===== config.mk =====
export PLATFORM = sky130hd
export DESIGN_NAME = fifo_push_arbiter
export DESIGN_NICKNAME = d
export VERILOG_FILES = /design/src/rtl/fifo_arb_pkg.sv /design/src/rtl/fifo_push_arbiter_rr_picker.sv /design/src/rtl/fifo_push_arbiter.sv
export SDC_FILE = /design/constraint.sdc
export NUM_CORES = 1
export LEC_CHECK = 0
export ABC_AREA = 1
export CAP_MARGIN = 20
export CORE_ASPECT_RATIO = 0.8
export CORE_MARGIN = 2
export CORE_UTILIZATION = 34
export CTS_CLUSTER_SIZE = 14
export DETAILED_ROUTE_END_ITERATION = 7
export PLACE_DENSITY = 0.78
export SYNTH_ARGS = -nofsm -noshare
export SYNTH_HDL_FRONTEND = slang
export SYNTH_SLANG_ARGS = --single-unit

===== constraint.sdc =====
create_clock -name clk -period 1.7 [get_ports clk]
set_input_delay 0.425 -clock clk [delete_from_list [all_inputs] [get_ports clk]]
set_output_delay 0.425 -clock clk [all_outputs]
set_load 0.03 [all_outputs]

===== src/rtl/fifo_arb_pkg.sv =====
// Shared types and the round-robin scan helper for the FIFO push arbiter.
package fifo_arb_pkg;

    typedef enum logic {IDLE, BURST} arb_state_t;

    localparam int RR_MAX  = 32;
    localparam int RR_IDXW = $clog2(RR_MAX);

    // First set index after 'last', wrapping n-1 -> 0; returns 'last' when vec is empty.
    function automatic int next_rr(input int last, input logic [RR_MAX-1:0] vec, input int n);
        int   idx;
        int   pick;
        logic found;
        pick  = last;
        found = 1'b0;
        for (int k = 1; k <= RR_MAX; k++) begin
            idx = last + k;
            if (idx >= n) idx = idx - n;
            if (!found && k <= n && vec[idx[RR_IDXW-1:0]]) begin
                pick  = idx;
                found = 1'b1;
            end
        end
        return pick;
    endfunction

endpackage


===== src/rtl/fifo_push_arbiter_rr_picker.sv =====
// Round-robin pick of the next valid requester after the last grant.
// Latency: combinational.
// Backpressure: none; pure function of vec and last.
module rr_picker
    import fifo_arb_pkg::*;
#(
    parameter  int N_REQ = 4,
    localparam int IDW   = $clog2(N_REQ)
) (
    input  logic [N_REQ-1:0] vec,
    input  logic [IDW-1:0]   last,
    output logic [IDW-1:0]   pick,
    output logic             any
);

    logic [RR_MAX-1:0] vec_ext;

    // N_REQ is limited to RR_MAX requesters by the helper's vector width.
    always_comb begin
        vec_ext = RR_MAX'(vec);
        pick    = IDW'(next_rr(int'(last), vec_ext, N_REQ));
        any     = |vec;
    end

endmodule


===== src/rtl/fifo_push_arbiter.sv =====
// Round-robin arbiter sharing one FIFO write port among N_REQ valid/ready producers.
// Latency: 1 cycle from valid to grant, pushes are combinational within a burst, 1-cycle bubble between grants.
// Backpressure: fifo_full stalls the granted producer (ready low, no push) for as long as it lasts.
module fifo_push_arbiter
    import fifo_arb_pkg::*;
#(
    parameter  int WIDTH     = 8,
    parameter  int N_REQ     = 4,
    parameter  int MAX_BURST = 4,
    localparam int IDW       = $clog2(N_REQ),
    localparam int BCW       = $clog2(MAX_BURST + 1)
) (
    input  logic                   clk,
    input  logic                   rst_n,
    input  logic [N_REQ-1:0]       req_valid,
    input  logic [N_REQ*WIDTH-1:0] req_data,
    output logic [N_REQ-1:0]       req_ready,
    input  logic                   fifo_full,
    output logic                   fifo_push,
    output logic [WIDTH-1:0]       fifo_wdata,
    output logic [IDW-1:0]         grant_id,
    output logic                   busy
);

    arb_state_t     state, state_nxt;
    logic [IDW-1:0] last_grant, last_nxt, grant_nxt, pick;
    logic [BCW-1:0] beat_cnt, beat_nxt;
    logic           any;

    rr_picker #(.N_REQ(N_REQ)) u_pick (
        .vec  (req_valid),
        .last (last_grant),
        .pick (pick),
        .any  (any)
    );

    // last_grant resets to the top index so requester 0 wins the first scan.
    always_ff @(posedge clk or negedge rst_n) begin
        if (!rst_n) begin
            state      <= IDLE;
            grant_id   <= '0;
            last_grant <= IDW'(N_REQ - 1);
            beat_cnt   <= '0;
        end else begin
            state      <= state_nxt;
            grant_id   <= grant_nxt;
            last_grant <= last_nxt;
            beat_cnt   <= beat_nxt;
        end
    end

    always_comb begin
        state_nxt  = state;
        grant_nxt  = grant_id;
        last_nxt   = last_grant;
        beat_nxt   = beat_cnt;
        req_ready  = '0;
        fifo_push  = 1'b0;
        busy       = 1'b0;
        fifo_wdata = req_data[int'(grant_id)*WIDTH +: WIDTH];
        case (state)
            IDLE: begin
                if (any) begin
                    state_nxt = BURST;
                    grant_nxt = pick;
                    last_nxt  = pick;
                    beat_nxt  = '0;
                end
            end
            BURST: begin
                busy                = 1'b1;
                req_ready[grant_id] = !fifo_full;
                fifo_push           = req_valid[grant_id] & !fifo_full;
                if (fifo_push) begin
                    beat_nxt = beat_cnt + 1'b1;
                    if (beat_cnt == BCW'(MAX_BURST - 1)) state_nxt = IDLE;
                end else if (!req_valid[grant_id]) begin
                    state_nxt = IDLE;
                end
            end
            default: state_nxt = IDLE;
        endcase
    end

endmodule


-- Word-level counts from Yosys, hierarchy flattened
Cells that the tools add are included.
- $add $sub $neg: 9
- magnitude comparators: 10
- equality and inequality tests: 3
- shift-type cells: 1
- multiplexer cells: 34
- bitwise logic cells: 3
- reductions and logical operators: 11
- operator list (cell ; number):
    32-bit by 4-bit >= comparator with 1-bit output, second input constant ; 4
    32-bit by 6-bit variable part select with 8-bit output ; 1
    5-bit by 6-bit < comparator with 1-bit output, second input constant ; 4
    1-bit binary-select mux with 5-bit select ; 4
    5-bit two-way mux ; 4
    1-bit two-way mux ; 15
    3-bit by 3-bit subtractor with 4-bit output, second input constant ; 3
    2-bit two-way mux ; 4
    2-bit by 2-bit adder with 3-bit output, second input constant ; 2
    3-bit two-way mux ; 2
    3-bit case mux with 2 select lines ; 1
    4-bit by 3-bit subtractor with 5-bit output, second input constant ; 1
    2-bit by 3-bit adder with 4-bit output, second input constant ; 1
    4-bit bitwise AND ; 1
    1-bit logical AND ; 4
    1-bit logical NOT ; 4
    4-bit two-way mux ; 1
    2-bit AND reduction ; 2
    4-bit OR reduction ; 1
    2-bit by 1-bit adder with 3-bit output, second input constant ; 1
    3-bit by 1-bit adder with 3-bit output, second input constant ; 1
    3-bit by 2-bit == test with 1-bit output, second input constant ; 1
    2-bit by 3-bit < comparator with 1-bit output, second input constant ; 1
    1-bit binary-select mux with 2-bit select ; 1
    other kinds (7) ; 7
- bits in registers: 8
- input bits: 39
- output and inout bits: 16
- logic and storage cells: 75

-- Logic depth before layout (Yosys ltp)
- depth after elaboration: 15
- depth in mapped cells: 11
- mapped depth without buffers: 11

-- Hierarchy
Synthesis repeated with hierarchy kept, for this count alone.
- cells, all modules: 149
- area total of the unflattened synthesis: 902.1 µm²
- by module, submodules not included (module ; times used ; cells each ; area an instance (µm²) ; sequential area each (µm²)):
    fifo_push_arbiter ; 1 ; 96 ; 615.6 ; 202.7
    rr_picker ; 1 ; 53 ; 286.5 ; 0.0

-- Least setup slack after synthesis
Ideal clock, no wire load.
- path kind: flip-flop to output port
- from: reg state
- to: out req_ready[0]
- data arrival time: 1.611 ns
- required time: 1.275 ns
- slack: -0.336 ns
- cell stages (with the launch flop): 5
- path buffers: 0
- path through: dfrtp_1 -> inv_1 -> nor2_1 -> inv_1 -> nor3_1
- longest elaborated chain between the ends: 1
- RTL lines (what ; line ; source):
    start: declaration ; fifo_push_arbiter.sv:25 ; arb_state_t state, state_nxt;
    start signal: assignment ; fifo_push_arbiter.sv:45 ; state <= state_nxt;
    4-bit two-way mux ; fifo_push_arbiter.sv:61 ; case (state)
    end: declaration ; fifo_push_arbiter.sv:17 ; output logic [N_REQ-1:0] req_ready,
Every way passes these cells.

-- Worst setup path after layout
- from: in req_valid[1]
- to: out fifo_push
- longest elaborated chain between the ends: 4
- RTL lines (what ; line ; source):
    start: declaration ; fifo_push_arbiter.sv:15 ; input logic [N_REQ-1:0] req_valid,
    1-bit binary-select mux with 2-bit select ; fifo_push_arbiter.sv:73 ; fifo_push = req_valid[grant_id] & !fifo_full;
    1-bit two-way mux (not written as such) ; fifo_push_arbiter.sv:73 ;
    1-bit bitwise AND ; fifo_push_arbiter.sv:73 ;
    1-bit two-way mux ; fifo_push_arbiter.sv:61 ;
    end: declaration ; fifo_push_arbiter.sv:19 ; output logic fifo_push,
Every way passes these cells. The select of a mux whose other input is x is not followed.

==> flow_metrics.env <==
export IMPL_clock_sinks=8
export IMPL_dr_pass1_iters=4
export IMPL_syn_inst=141
export IMPL_via_count=1309
export IMPL_ant_nets=0
export IMPL_track_usage=0.232
export IMPL_p_leak_nw=0.919
export IMPL_grt_ovfl_total=0
export IMPL_violations="negative setup slack"
export IMPL_insertion_delay_ns=0.26
export IMPL_critPathMaxFanout=2
export IMPL_synth_most_common_cell="nand2_1"
export IMPL_skew_ns=0.00613
export IMPL_dp_hpwl_mm=2.72
export IMPL_syn_to_final_growth_pct=112
export IMPL_synth_area_sq_um=936
export IMPL_grt_max_degree=10
export IMPL_grt_pass1_wl_mm=5.90
export IMPL_ys_types=23
export IMPL_fp_dieW_um=62.7
export IMPL_yosys_top_cells_count="nand2_1, nand3_1, inv_1"
export IMPL_worstPathArrival_ns=1.43
export IMPL_cts_buffers=3
export IMPL_clock_fmax_ghz=0.539
export IMPL_dieHeight_um=50.9
export IMPL_wl_per_cell_um=15.6
export IMPL_cts_tree="built"
export IMPL_synth_async_reset_ratio=1.00
export IMPL_outcome="finished with violations"
export IMPL_vias_per_cell=5.03
export IMPL_setup_ws_ns=-0.157
export IMPL_period_share=1.09
export IMPL_clockRootBuffer="clkbuf_4"
export IMPL_path_clk_slew_ns=0.06
export IMPL_first_global_vias=1218
export IMPL_ir_worst_vdd_mv=1.26
export IMPL_maxCapViolCount=0
export IMPL_synthFlopType="dfrtp_1"
export IMPL_synth_top_cell_area_share=0.176
export IMPL_gp_congestion=0.903
export IMPL_first_iter_violations=85
export IMPL_setup_violations=13
export IMPL_timing_slew_headroom=0.762
export IMPL_crit_required_ns=1.27
export IMPL_yosysTopAreaCell="nand2_1"
export IMPL_yosysSeqAreaShare=0.217
export IMPL_finalCriticalPeriod_ns=1.86
export IMPL_synth_area_top_cells="nand2_1, dfrtp_1, nand3_1"
export IMPL_dieArea_sq_mm=0.00319
export IMPL_holdWs_ns=0.435
export IMPL_cp_end_kind="primary output"
export IMPL_avgSynthCellArea_sq_um=6.64
export IMPL_antenna_found_initial=0
export IMPL_drive_gt1_frac=0.509
export IMPL_crit_type="in -> out"
export IMPL_core_area_sq_mm=0.00252
export IMPL_tightest_slew_ns=0.356
export IMPL_hp_class="in -> async"
export IMPL_final_net_count=271
export IMPL_start_util=0.371
export IMPL_wirelength_mm=4.06
export IMPL_htreeDepth=1
export IMPL_p_total_w=0.00408
export IMPL_ys_ff_latch=8
export IMPL_antenna_cells=0
export IMPL_clockBufferDepth=2
export IMPL_rsz0062_at_grt="yes"
export IMPL_io_pins=55
export IMPL_hold_viol=0
export IMPL_drc=0
export IMPL_portBuffers=54
export IMPL_setup_tns_ns=-1.28
export IMPL_fill_cells=159
export IMPL_start_kind="input port"
export IMPL_powerDensity_mw_per_mm2=2050
export IMPL_synth_warnings=0
export IMPL_final_max_slew_viol_count=0
export IMPL_synthesis_nets=187
export IMPL_rows=16
export IMPL_synth_edf_count=0
==> critical path, stage by stage <==
cell             delay [ns]
clkdlybuf4s50_1        0.45
nand2_2                0.11
o2111ai_4              0.14
nand2_4                0.11
clkinvlp_4             0.07
buf_6                  0.13
==> through the flow <==
stage               utilization  instance area [sq um]  instances  setup slack (ns)
floorplan                     -                    990        141           -0.0296
global placement          0.656                   1660        247            -0.252
detailed placement        0.656                   1660        247            -0.279
CTS                       0.712                   1800        253            -0.173
global route              0.788                   1990        260            -0.223
finish                    0.788                   1990        260            -0.157
==> cells by family (layout without fill, tap and decap cells) <==
| kind of cell | count (synthesis) | count (layout) | share of synthesized area |
|---|---|---|---|
| AOI/OAI and AO/OA | 20 | 20 | 0.158 |
| adders and majority gates | 7 | 7 | 0.0936 |
| DFF | 8 | 8 | 0.217 |
| buffers and inverters | 22 | 105 | 0.0962 |
| and+or+nand+nor | 84 | 84 | 0.436 |
==> placed cells by master, fill, tap and decap left out, drive strengths merged <==
cell type,count
nand2,47
a21boi,1
clkinvlp,1
ha,7
nand3,25
nor3,3
dfstp,2
a31oi,1
dlygate4sd2,3
nor2,7
a22oi,12
clkdlybuf4s50,36
o21ai,5
and2,1
clkbuf,6
buf,40
dfrtp,6
clkinv,1
inv,18
nand4,1
o2111ai,1
==> per-layer routing <==
metal  GRT usage  part of all wire  vias to the layer above
met2       0.441              0.52                       65
met4      0.0556             0.015                        0
li1            -                 -                      642
met5           0                 0                        -
met3      0.0485             0.066                        9
met1       0.270              0.40                      593
==> state kept, by name (all words and copies together) (netlist names) <==
register    flops
state           1
last_grant      2
beat_cnt        3
grant_id        2
==> layout make-up <==
class	instances	area, sq um	area share
Clock buffer	4	26.3	0.0132
Inverter	20	88.8	0.0447
Sequential cell	8	206	0.104
Multi-Input combinational cell	111	861	0.433
Tap cell	36	45.0	0.0227
Timing Repair Buffer	81	761	0.383
==> where the power goes <==
| part | internal [W] | switching [W] | leakage [nW] |
|---|---|---|---|
| combinational | 0.00149 | 0.00199 | 0.809 |
| clock | 0.0000902 | 0.0000708 | 0.0150 |
| sequential | 0.000308 | 0.000131 | 0.0941 |
==> worst paths after layout <==
check	start	end	slack, ns	depth (start not counted)
worst max-delay path	req_valid[1]	fifo_push	-0.16	6
worst min-delay path	rst_n	beat_cnt[1]$_DFFE_PN0P_	0.43	1
worst max register to register	last_grant[0]$_DFFE_PN1P_	grant_id[0]$_DFFE_PN0P_	-0.04	11
worst min register to register	beat_cnt[0]$_DFFE_PN0P_	beat_cnt[0]$_DFFE_PN0P_	0.50	1
max in group asynchronous	rst_n	last_grant[1]$_DFFE_PN1P_	0.96	1
min in group clk	beat_cnt[0]$_DFFE_PN0P_	beat_cnt[0]$_DFFE_PN0P_	0.50	1
==> timing repair <==
action | in CTS | in global routing
hold buffers | 0 | 0
pin swaps | 16 | 19
resized for setup | 36 | 40
buffers inserted | 3 | 7
setup endpoints to repair | 16 | 19
(Power assumes the default switching activity.)
